[config.mk]
export PLATFORM = sky130hd
export DESIGN_NAME = rs232_tx
export DESIGN_NICKNAME = d
export VERILOG_FILES = /design/src/rtl/rs232_pkg.sv /design/src/rtl/rs232_baud_gen.sv /design/src/rtl/rs232_tx.sv
export SDC_FILE = /design/constraint.sdc
export NUM_CORES = 1
export LEC_CHECK = 0
export BUFFER_PORTS_ARGS = -buffer_cell sky130_fd_sc_hd__buf_2
export CORE_ASPECT_RATIO = 0.9
export CORE_UTILIZATION = 41
export DETAILED_ROUTE_END_ITERATION = 8
export GPL_ROUTABILITY_DRIVEN = 0
export PLACE_DENSITY = 0.68
export SLEW_MARGIN = 20
export SYNTH_ARGS = -nofsm -noshare
export SYNTH_HDL_FRONTEND = slang
export SYNTH_SLANG_ARGS = --single-unit
[constraint.sdc]
create_clock -name clk -period 2.15 [get_ports clk]
set_input_delay 0.43 -clock clk [delete_from_list [all_inputs] [get_ports clk]]
set_output_delay 0.43 -clock clk [all_outputs]
set_load 0.05 [all_outputs]
[src/rtl/rs232_pkg.sv]
// Shared UART definitions for the transmitter and the receiver: state encoding,
// default timing constants and the idle line level.
package rs232_pkg;

  typedef enum logic [2:0] {
    IDLE,
    START,
    DATA,
    PARITY,
    STOP
  } rs232_state_e;

  localparam int   DEF_CLKS_PER_BIT = 10;
  localparam int   DEF_DATA_BITS    = 8;
  localparam logic IDLE_LEVEL       = 1'b1;

endpackage

[src/rtl/rs232_baud_gen.sv]
// Bit-period counter: counts 0..CLKS_PER_BIT-1 and pulses bit_done on the final
// cycle of each bit; restart holds it at zero so every state entry starts a full bit.
module rs232_baud_gen
  import rs232_pkg::*;
#(
  parameter int CLKS_PER_BIT = DEF_CLKS_PER_BIT
) (
  input  logic clk,
  input  logic rst,
  input  logic restart,
  output logic bit_done
);

  localparam int CW = (CLKS_PER_BIT > 1) ? $clog2(CLKS_PER_BIT) : 1;
  localparam logic [CW-1:0] LAST = CW'(CLKS_PER_BIT - 1);

  logic [CW-1:0] cnt;

  always_ff @(posedge clk or negedge rst) begin
    if (!rst) begin
      cnt <= '0;
    end else if (restart || (cnt == LAST)) begin
      cnt <= '0;
    end else begin
      cnt <= cnt + CW'(1);
    end
  end

  assign bit_done = (cnt == LAST) && !restart;

endmodule

[src/rtl/rs232_tx.sv]
// RS-232 transmitter: one frame per accepted byte, LSB first, registered TXD.
// Define RS232_TX_PARITY_EN to insert an even-parity bit between data and stop.
module rs232_tx
  import rs232_pkg::*;
#(
  parameter int CLKS_PER_BIT = DEF_CLKS_PER_BIT,
  parameter int DATA_BITS    = DEF_DATA_BITS
) (
  input  logic                 clk,
  input  logic                 rst,
  input  logic [DATA_BITS-1:0] tx_data,
  input  logic                 tx_valid,
  output logic                 tx_ready,
  output logic                 TXD,
  output logic                 tx_busy
);

  localparam int BW = $clog2(DATA_BITS);
  localparam logic [BW-1:0] LAST_BIT = BW'(DATA_BITS - 1);

  rs232_state_e         state, state_nxt;
  logic [BW-1:0]        bit_cnt, bit_cnt_nxt;
  logic [DATA_BITS-1:0] shreg, shreg_nxt;
  logic                 txd_nxt;
  logic                 bit_done;
  logic                 accept;
`ifdef RS232_TX_PARITY_EN
  logic                 parity, parity_nxt;
`endif

  assign tx_ready = (state == IDLE);
  assign tx_busy  = (state != IDLE);
  assign accept   = tx_valid && tx_ready;

  rs232_baud_gen #(
    .CLKS_PER_BIT(CLKS_PER_BIT)
  ) u_baud (
    .clk     (clk),
    .rst     (rst),
    .restart (state == IDLE),
    .bit_done(bit_done)
  );

  always_comb begin
    state_nxt   = state;
    bit_cnt_nxt = bit_cnt;
    shreg_nxt   = shreg;
    txd_nxt     = TXD;
`ifdef RS232_TX_PARITY_EN
    parity_nxt  = parity;
`endif
    case (state)
      IDLE: begin
        txd_nxt = IDLE_LEVEL;
        if (accept) begin
          state_nxt   = START;
          txd_nxt     = 1'b0;
          shreg_nxt   = tx_data;
          bit_cnt_nxt = '0;
`ifdef RS232_TX_PARITY_EN
          parity_nxt  = ^tx_data;
`endif
        end
      end
      START: begin
        if (bit_done) begin
          state_nxt = DATA;
          txd_nxt   = shreg[0];
          shreg_nxt = shreg >> 1;
        end
      end
      DATA: begin
        if (bit_done) begin
          if (bit_cnt == LAST_BIT) begin
`ifdef RS232_TX_PARITY_EN
            state_nxt = PARITY;
            txd_nxt   = parity;
`else
            state_nxt = STOP;
            txd_nxt   = IDLE_LEVEL;
`endif
          end else begin
            bit_cnt_nxt = bit_cnt + BW'(1);
            txd_nxt     = shreg[0];
            shreg_nxt   = shreg >> 1;
          end
        end
      end
      PARITY: begin
        if (bit_done) begin
          state_nxt = STOP;
          txd_nxt   = IDLE_LEVEL;
        end
      end
      STOP: begin
        if (bit_done) begin
          state_nxt = IDLE;
          txd_nxt   = IDLE_LEVEL;
        end
      end
      default: begin
        state_nxt = IDLE;
        txd_nxt   = IDLE_LEVEL;
      end
    endcase
  end

  // Control state: reset forces the line idle at once, abandoning any frame.
  always_ff @(posedge clk or negedge rst) begin
    if (!rst) begin
      state   <= IDLE;
      bit_cnt <= '0;
      TXD     <= IDLE_LEVEL;
    end else begin
      state   <= state_nxt;
      bit_cnt <= bit_cnt_nxt;
      TXD     <= txd_nxt;
    end
  end

  // Payload holding registers; only read after a fresh load on accept.
  always_ff @(posedge clk) begin
    shreg  <= shreg_nxt;
`ifdef RS232_TX_PARITY_EN
    parity <= parity_nxt;
`endif
  end

endmodule
==> impl_metrics.py, run 1 <==
metrics = {
    "outcome": {
        "status": "completed",
    },
    "route": {
        "dr.first_iter.drc_count": 13,
        "first_pass_iters": 4,
        "drc": 0,
        "antenna_left": 0,
        "vias_per_cell": 5.130,
        "routed_wl_um": 1492,
        "wire_per_inst_um": 12.13,
        "vias": 631,
    },
    "finish": {
        "diodes": 0,
        "final_common_cell": "buf_2",
        "fin_area_um2": 1100,
        "nNetsFinal": 112,
        "mostFrequentLayoutCells": "buf_2 (13), dfrtp_1 (8), edfxtp_1 (8), mux2_2 (7), nor2_1 (6)",
        "syn2layout_area_growth_pct": 12.69,
        "drive_gt1_share_pct": 32.29,
        "fin_util_pct": 49.94,
    },
    "clock_network": {
        "clk-insertion-delay-late_ps": 300,
        "cts_setup_buffers": 0,
        "root_buffer": "clkbuf_4",
        "clkSinkCount": 19,
        "numCtsBuffers": 3,
        "h-tree-depth": 1,
        "cts_tree": "yes",
        "clk_path_buf_depth": 2,
        "clk_pin_slew_ps": 110,
    },
    "timing": {
        "setup_violations": 0,
        "drv_slew": 0,
        "hold_viol": 0,
        "fin_crit_ps": 2031,
        "relSlewSlack_pct": 80.22,
        "final.period_utilization_pct": 94.46,
        "timing.hold.ws_ps": 373.8,
        "setup_tns_ps": 0,
        "finClkSkew_ps": 4.338,
        "worst_slew_pin_slew_ps": 296.7,
        "fmax_mhz": 492.4,
        "rsz0062_at_grt": "false",
    },
    "power": {
        "irDropWorstVdd_uv": 492.3,
        "power.density_nw_per_um2": 525.5,
        "power.leakage_nw": 0.4591,
    },
    "yosys": {
        "ys_types": 34,
        "synthDominantCellAreaShare_pct": 25.64,
        "ys_seq_elements": 19,
        "synthesis.area_um2": 975.9,
        "yosysWarningCount": 0,
        "yosysTopAreaCell": "dfrtp_1",
        "synthTopCellsByArea": "dfrtp_1 (26%), edfxtp_1 (25%), mux2_2 (8.1%)",
        "synth_nets": 96,
        "syn_inst": 81,
        "seq_area_frac_synth_pct": 52.95,
        "synth_area_per_cell_um2": 12.05,
    },
    "worst_setup_path": {
        "crit_type": "reg -> out",
        "r2r_end": "shreg[7]",
        "r2r_slack_ps": 430,
        "critPathMaxFanout": 13,
        "cp.arrival_ps": 1600,
        "setup.worst_path.start": "state[0]",
        "r2r_start": "bit_cnt[0]",
        "end_kind": "primary output",
        "rr_worst_depth": 6,
        "crit_path_end": "tx_ready",
        "critPathLaunchType": "flip-flop",
        "required_ps": 1720,
    },
    "die": {
        "initial_utilization_pct": 44.32,
        "io_pins": 14,
        "num_rows": 16,
        "core-area_um2": 2202,
        "dieArea_um2": 2580,
        "die_h_um": 48.29,
        "die_w_um": 53.43,
    },
    "global_routing": {
        "grt_pass1_wl_um": 2311,
        "gr-total-overflow": 0,
        "track_usage_pct": 13.96,
        "grt_max_degree": 14,
        "antenna_found_initial": 0,
        "grt_pass1_vias": 538,
    },
    "hold_path": {
        "hold_class": "in -> reg",
        "hp-start": "tx_valid",
    },
    "job": {
        "cap_violations": 0,
    },
    "placement": {
        "hpwl_um": 1106,
        "portBuffers": 13,
        "placed_area_um2": 1057,
    },
}
-- synth_stat cells, drive strengths merged --
library cell   n
mux2           7
and3b          1
or3            1
dfstp          1
mux2i          1
a31oi          2
o2111ai        1
nand4b         1
nor3b          1
o21ai          4
nor2           7
dfrtp         10
nor2b          2
o311ai         1
a221o          2
buf            3
a21oi          2
clkbuf         1
xnor2          2
ha             4
nand3b         2
nand2b         2
o221a          1
and4           1
xor2           1
inv            5
edfxtp         8
o41ai          1
nand3          1
nand2          3
and2b          2
-- layer usage --
metal	GRT usage, %	vias up	wire [um]
li1	-	325	-
met1	15.52	291	751
met2	22.50	13	655
met3	6.542	2	67
met4	7.895	0	19
met5	0	-	0
-- area by class of cell --
class                           count  area (um2)
Tap cell                           27       33.78
Multi-Input combinational cell     53       415.4
Clock inverter                      1       7.507
Timing Repair Buffer               15       82.58
Inverter                            5       18.77
Clock buffer                        3       22.52
Sequential cell                    19       519.2
Fill cell                         207        1102
-- state kept, by name (all words and copies together) (netlist names) --
signal      cells
shreg           8
u_baud.cnt      4
bit_cnt         3
state           3
TXD             1
-- worst min-delay path by stage --
stage	endpoint	slack [ps]	cells after the start
after global placement	bit_cnt[1]	310	1
after floorplan	bit_cnt[0]	130	0
after detailed placement	bit_cnt[1]	310	1
after global routing	TXD	370	3
final	TXD	370	3
after CTS	TXD	360	3
-- stage by stage --
stage | cells | power, mW | setup slack, ps
floorplan | 81 | 0.3838 | 225.8
global placement | 118 | 0.3962 | 446.2
detailed placement | 118 | 0.3968 | 419.3
CTS | 123 | 0.5885 | 64.51
global route | 123 | 0.6087 | 19.42
finish | 123 | 0.5779 | 119.1
-- worst max-delay path, cell delays in order, from the launching register on --
cell	delay [ps]
dfrtp_2	500
or3_1	450
inv_1	90
buf_2	260
-- repair_timing --
item / CTS / global route
endpoints found under the setup margin: 0 / 1
hold buffers: 1 / 0
gates resized for setup: 0 / 2
hold endpoints to repair: 10 / 0
-- power by group --
| part | switching [mW] | internal [mW] | total (mW) |
|---|---|---|---|
| Sequential | 0 | 0.376 | 0.376 |
| Clock | 0.117 | 0.0708 | 0.188 |
| Combinational | 0.00667 | 0.00796 | 0.0146 |
-- cell families after synthesis --
family | synth area share, %
XOR/XNOR | 2.693
AND/OR/NAND/NOR | 15.38
flip-flops | 52.95
adder cells (fa/ha/maj) | 5.128
buffers and inverters | 4.487
multiplexers | 9.103
AO/OA/AOI/OAI | 10.26
No activity file was read; power rests on OpenSTA's default activity.
==> run 2: changes to the inputs <==
--- a/config.mk
+++ b/config.mk
@@ -5,12 +5,13 @@
 export SDC_FILE = /design/constraint.sdc
 export NUM_CORES = 1
 export LEC_CHECK = 0
+export ABC_AREA = 1
 export BUFFER_PORTS_ARGS = -buffer_cell sky130_fd_sc_hd__buf_2
 export CORE_ASPECT_RATIO = 0.9
-export CORE_UTILIZATION = 41
+export CORE_UTILIZATION = 29
 export DETAILED_ROUTE_END_ITERATION = 8
 export GPL_ROUTABILITY_DRIVEN = 0
-export PLACE_DENSITY = 0.68
+export PLACE_DENSITY = 0.54
 export SLEW_MARGIN = 20
 export SYNTH_ARGS = -nofsm -noshare
 export SYNTH_HDL_FRONTEND = slang
==> impl_metrics.py, run 2 <==
metrics = {
    "global_routing": {
        "grt_max_degree": 13,
        "grt_pass1_wl_um": 3746,
        "gr-total-overflow": 0,
        "grt_pass1_vias": 863,
        "track_usage_pct": 12.73,
        "antenna_found_initial": 0,
    },
    "clock_network": {
        "cts_tree": "yes",
        "clk_pin_slew_ps": 80,
        "clk-insertion-delay-late_ps": 260,
        "numCtsBuffers": 3,
        "clk_path_buf_depth": 2,
        "cts_setup_buffers": 0,
        "clkSinkCount": 19,
        "h-tree-depth": 1,
        "cts_hold_buf": 0,
        "root_buffer": "clkbuf_8",
        "cts_resized": 0,
    },
    "worst_setup_path": {
        "max_stage_delay_ps": 590,
        "required_ps": 2140,
        "cp.arrival_ps": 1870,
        "end_kind": "flip-flop",
        "crit_type": "reg -> reg",
        "critPathMaxFanout": 9,
        "critPathLaunchType": "flip-flop",
        "path_cells": "inv_1 > nand3_2 > nand2_4 > inv_4 > o21ai_1 > nor2_1 > buf_4",
        "slowest_stage": "dfrtp_1",
    },
    "die": {
        "die_h_um": 59.65,
        "num_rows": 20,
        "die_w_um": 66.06,
        "dieArea_um2": 3940,
        "core-area_um2": 3453,
        "initial_utilization_pct": 31.01,
        "io_pins": 14,
    },
    "route": {
        "top_layer_used": "met4",
        "dr.first_iter.drc_count": 32,
        "routed_wl_um": 1932,
        "detailroute.wirelength.met2_um": 893,
        "wl_met1_um": 928,
        "vias_per_cell": 4.497,
        "first_pass_iters": 4,
        "antenna_left": 0,
        "vias": 796,
        "drc": 0,
        "wl_met3_um": 81,
        "wire_per_inst_um": 10.92,
    },
    "yosys": {
        "yosysWarningCount": 0,
        "synth_area_per_cell_um2": 9.154,
        "synthesis.area_um2": 1071,
        "synth-edff-count": 8,
        "synthTopCellsByArea": "dfrtp_1 (23%), edfxtp_1 (22%), nand2_1 (14%)",
        "yosysMostFrequentCell": "nand2_1",
        "synthArstFlopShare_pct": 57.89,
        "ys_types": 28,
        "syn_inst": 117,
        "synth_nets": 132,
        "synth_ff_type": "dfrtp_1",
        "yosysTopAreaCell": "dfrtp_1",
        "seq_area_frac_synth_pct": 48.25,
        "synth.top_cells.by_count": "nand2_1 (40), dfrtp_1 (10), edfxtp_1 (8), inv_1 (8), nor2_1 (8)",
        "ys_seq_elements": 19,
        "synthDominantCellAreaShare_pct": 23.36,
    },
    "placement": {
        "placed_area_um2": 1180,
        "portBuffers": 13,
        "hpwl_um": 1485,
        "dp_cells": 173,
    },
    "finish": {
        "reg_top3": "shreg x8, u_baud.cnt x4",
        "largest_reg_flops": 8,
        "final_cells": 177,
        "nNetsFinal": 149,
        "mostFrequentLayoutCells": "nand2_1 (40), buf_2 (13), dfrtp_1 (10)",
        "diodes": 0,
        "fin_util_pct": 35.58,
        "final_common_cell": "nand2_1",
        "drive_gt1_share_pct": 27.07,
        "syn2layout_area_growth_pct": 14.72,
        "regMostFlops": "shreg",
        "fill_cells": 370,
        "fin_area_um2": 1229,
    },
    "timing": {
        "setup_tns_ps": 0,
        "relSlewSlack_pct": 73.56,
        "finClkSkew_ps": 3.397,
        "drv_slew": 0,
        "setup_violations": 0,
        "hold_viol": 0,
        "fmax_mhz": 531.0,
        "worst_slew_pin_slew_ps": 396.5,
        "rsz0062_at_grt": "false",
        "fin_crit_ps": 1883,
        "final.period_utilization_pct": 87.59,
    },
    "job": {
        "cap_violations": 0,
    },
    "power": {
        "power.density_nw_per_um2": 1427,
        "power.leakage_nw": 0.6104,
        "irDropWorstVdd_uv": 442.0,
    },
    "outcome": {
        "status": "completed",
    },
    "hold_path": {
        "hold_class": "in -> async",
    },
}
[run 2: layer usage]
| layer | track usage (%) | up-vias |
|---|---|---|
| met2 | 20.70 | 13 |
| met5 | 0 | - |
| met4 | 4.559 | 0 |
| li1 | - | 410 |
| met1 | 15.83 | 368 |
| met3 | 4.198 | 5 |
[run 2: area by class of cell]
class | instances | area, um2 | area share (%)
sequential | 19 | 516.7 | 42.06
multi-input combinational | 85 | 489.2 | 39.82
timing repair buffer | 14 | 72.57 | 5.906
tap | 44 | 55.05 | 4.481
inverter | 11 | 46.29 | 3.768
clock buffer | 3 | 41.29 | 3.360
clock inverter | 1 | 7.507 | 0.6110
[run 2: power breakdown]
part / internal [mW] / switching [mW] / total [mW]
clock network: 0.131 / 0.133 / 0.264
logic: 0.259 / 0.545 / 0.804
registers: 0.576 / 0.110 / 0.686
total: 0.966 / 0.788 / 1.75
[run 2: cell families after synthesis]
| logic type | after synthesis | share of synthesized area, % |
|---|---|---|
| and+or+nand+nor | 74 | 36.33 |
| DFF | 19 | 48.25 |
| buffers and inverters | 13 | 6.075 |
| AOI/OAI and AO/OA | 5 | 3.036 |
| adders and majority gates | 4 | 4.673 |
| xor gates and xnor gates | 2 | 1.636 |
[run 2: critical path, delay by kind of cell (launching register included)]
| family | cells | cell delay (ps) |
|---|---|---|
| AO/OA/AOI/OAI | 1 | 60 |
| flip-flops | 1 | 590 |
| AND/OR/NAND/NOR | 3 | 500 |
| buffers and inverters | 3 | 460 |
[run 2: stage by stage]
stage / hold slack (ps) / power, mW / setup WS, ps
floorplan: 134.4 / 1.331 / 454.0
global placement: 320.6 / 1.482 / 328.0
detailed placement: 326.4 / 1.506 / 283.7
CTS: 35.63 / 1.777 / 264.6
global route: 40.88 / 1.921 / 112.7
finish: 26.70 / 1.754 / 266.8
[run 2: path summary, 6_finish.rpt]
check	startpoint	to	slack, ps	cells after the start
max in group asynchronous	rst	TXD	1860	1
worst max register to register	state[1]	shreg[4]	270	7
worst min-delay path	rst	state[0]	30	1
worst max-delay path	state[1]	shreg[4]	270	7
worst min register to register	bit_cnt[2]	bit_cnt[2]	490	2
min in group clk	tx_data[6]	shreg[6]	430	3
==> run 3: changes to the inputs <==
==> constraint.sdc (replaced) <==
create_clock -name clk -period 2.15 [get_ports clk]
set_input_delay 0.215 -clock clk [delete_from_list [all_inputs] [get_ports clk]]
set_output_delay 0.215 -clock clk [all_outputs]
set_load 0.05 [all_outputs]
==> impl_metrics.py, run 3 (synthesis results as in run 2) <==
metrics = {
    "outcome": {
        "status": "completed",
    },
    "power": {
        "power.density_nw_per_um2": 1409,
        "power.leakage_nw": 0.6145,
        "irDropWorstVdd_uv": 466.6,
        "total_power_mw": 1.746,
    },
    "worst_setup_path": {
        "cp.arrival_ps": 1830,
        "required_ps": 2130,
        "critPathLaunchType": "flip-flop",
        "end_kind": "flip-flop",
        "crit_type": "reg -> reg",
        "critPathMaxFanout": 9,
    },
    "route": {
        "dr.first_iter.drc_count": 14,
        "wire_per_inst_um": 10.98,
        "first_pass_iters": 4,
        "vias_per_cell": 4.433,
        "antenna_left": 0,
        "routed_wl_um": 1955,
        "drc": 0,
        "vias": 789,
    },
    "placement": {
        "hpwl_um": 1471,
        "portBuffers": 13,
        "place_ws_ps": 302.4,
    },
    "finish": {
        "drive_gt1_share_pct": 26.87,
        "final-seq-area_um2": 516.7,
        "nNetsFinal": 150,
        "diodes": 0,
        "largest_reg_flops": 8,
        "fin_util_pct": 35.87,
        "syn2layout_area_growth_pct": 15.65,
        "reg_top3": "shreg x8, u_baud.cnt x4",
        "multiInputGateArea_um2": 489.2,
        "regMostFlops": "shreg",
        "mostFrequentLayoutCells": "nand2_1 (40), buf_2 (13), dfrtp_1 (10)",
        "final_common_cell": "nand2_1",
        "fill_cells": 385,
    },
    "clock_network": {
        "clkSinkCount": 19,
        "h-tree-depth": 1,
        "root_buffer": "clkbuf_8",
        "numCtsBuffers": 3,
        "cts_tree": "yes",
        "clk_path_buf_depth": 2,
        "clk-insertion-delay-late_ps": 260,
        "cts_resized": 0,
        "clk_pin_slew_ps": 80,
    },
    "global_routing": {
        "grt_pass1_wl_um": 3594,
        "grt_pass1_vias": 836,
        "use_met1_pct": 15.15,
        "gr-usage-met3_pct": 3.435,
        "grtUsageMet2_pct": 20.41,
        "busiest_layer": "met2",
        "grt_max_degree": 13,
        "track_usage_pct": 11.89,
        "gr-total-overflow": 0,
        "antenna_found_initial": 0,
    },
    "die": {
        "dieArea_um2": 3940,
        "num_rows": 20,
        "die_h_um": 59.65,
        "initial_utilization_pct": 31.01,
        "die_w_um": 66.06,
        "core-area_um2": 3453,
        "io_pins": 14,
    },
    "job": {
        "cap_violations": 0,
    },
    "timing": {
        "setup_violations": 0,
        "finClkSkew_ps": 2.154,
        "fmax_mhz": 541.8,
        "drv_slew": 0,
        "worst_slew_pin_slew_ps": 411.9,
        "setup_tns_ps": 0,
        "fin_crit_ps": 1846,
        "hold_viol": 0,
        "relSlewSlack_pct": 72.54,
        "rsz0062_at_grt": "false",
        "fin_ws_ps": 304.2,
        "final.period_utilization_pct": 85.85,
    },
    "hold_path": {
        "hold_class": "in -> reg",
    },
}
==> run 3: final timing paths <==
check,from,to,slack (ps),cells past startpoint
min reg2reg,bit_cnt[2],bit_cnt[2],490,2
min in group asynchronous,rst,bit_cnt[2],350,2
max,state[1],shreg[7],300,7
max in group asynchronous,rst,TXD,1530,2
max reg2reg,state[1],shreg[7],300,7
min,tx_data[1],shreg[1],220,3
==> run 3: worst max-delay path, cell delays in order (launching register included) <==
cell and delay, ps:
dfrtp_1 600, inv_1 130, nand3_2 110, nand2_4 110, inv_4 110, o21ai_1 60
nor2_1 250, buf_4 210
==> run 3: through the flow <==
step	instance area, um2	instances	hold slack (ps)
2_1_floorplan	1071	117	-80.59
3_3_place_gp	1180	173	106.4
3_5_place_dp	1180	173	111.3
4_1_cts	1239	178	207.5
5_1_grt	1239	178	209.8
6_report	1239	178	215.9
==> run 3: area by class of cell <==
| cell class | instances | share of cell area [%] |
|---|---|---|
| timing repair buffer | 15 | 6.667 |
| tap | 44 | 4.444 |
| inverter | 11 | 3.737 |
| clock inverter | 1 | 0.6061 |
| multi-input combinational | 85 | 39.49 |
| sequential | 19 | 41.72 |
| clock buffer | 3 | 3.333 |
==> run 3: report_power, final <==
part	internal, mW	switching (mW)
sequential	0.576	0.111
combinational	0.260	0.538
clock	0.131	0.131
==> run 3: routing by layer <==
layer	vias to the layer above	part of all wire, %
li1	414	-
met5	-	0
met4	0	0.51
met1	362	50
met2	11	46
met3	2	3.5
==> run 3: what timing repair did <==
item / 4_1_cts / 5_1_grt
hold buffers: 1 / 0
setup buffers: 0 / 0
endpoints found under the hold margin: 10 / 0
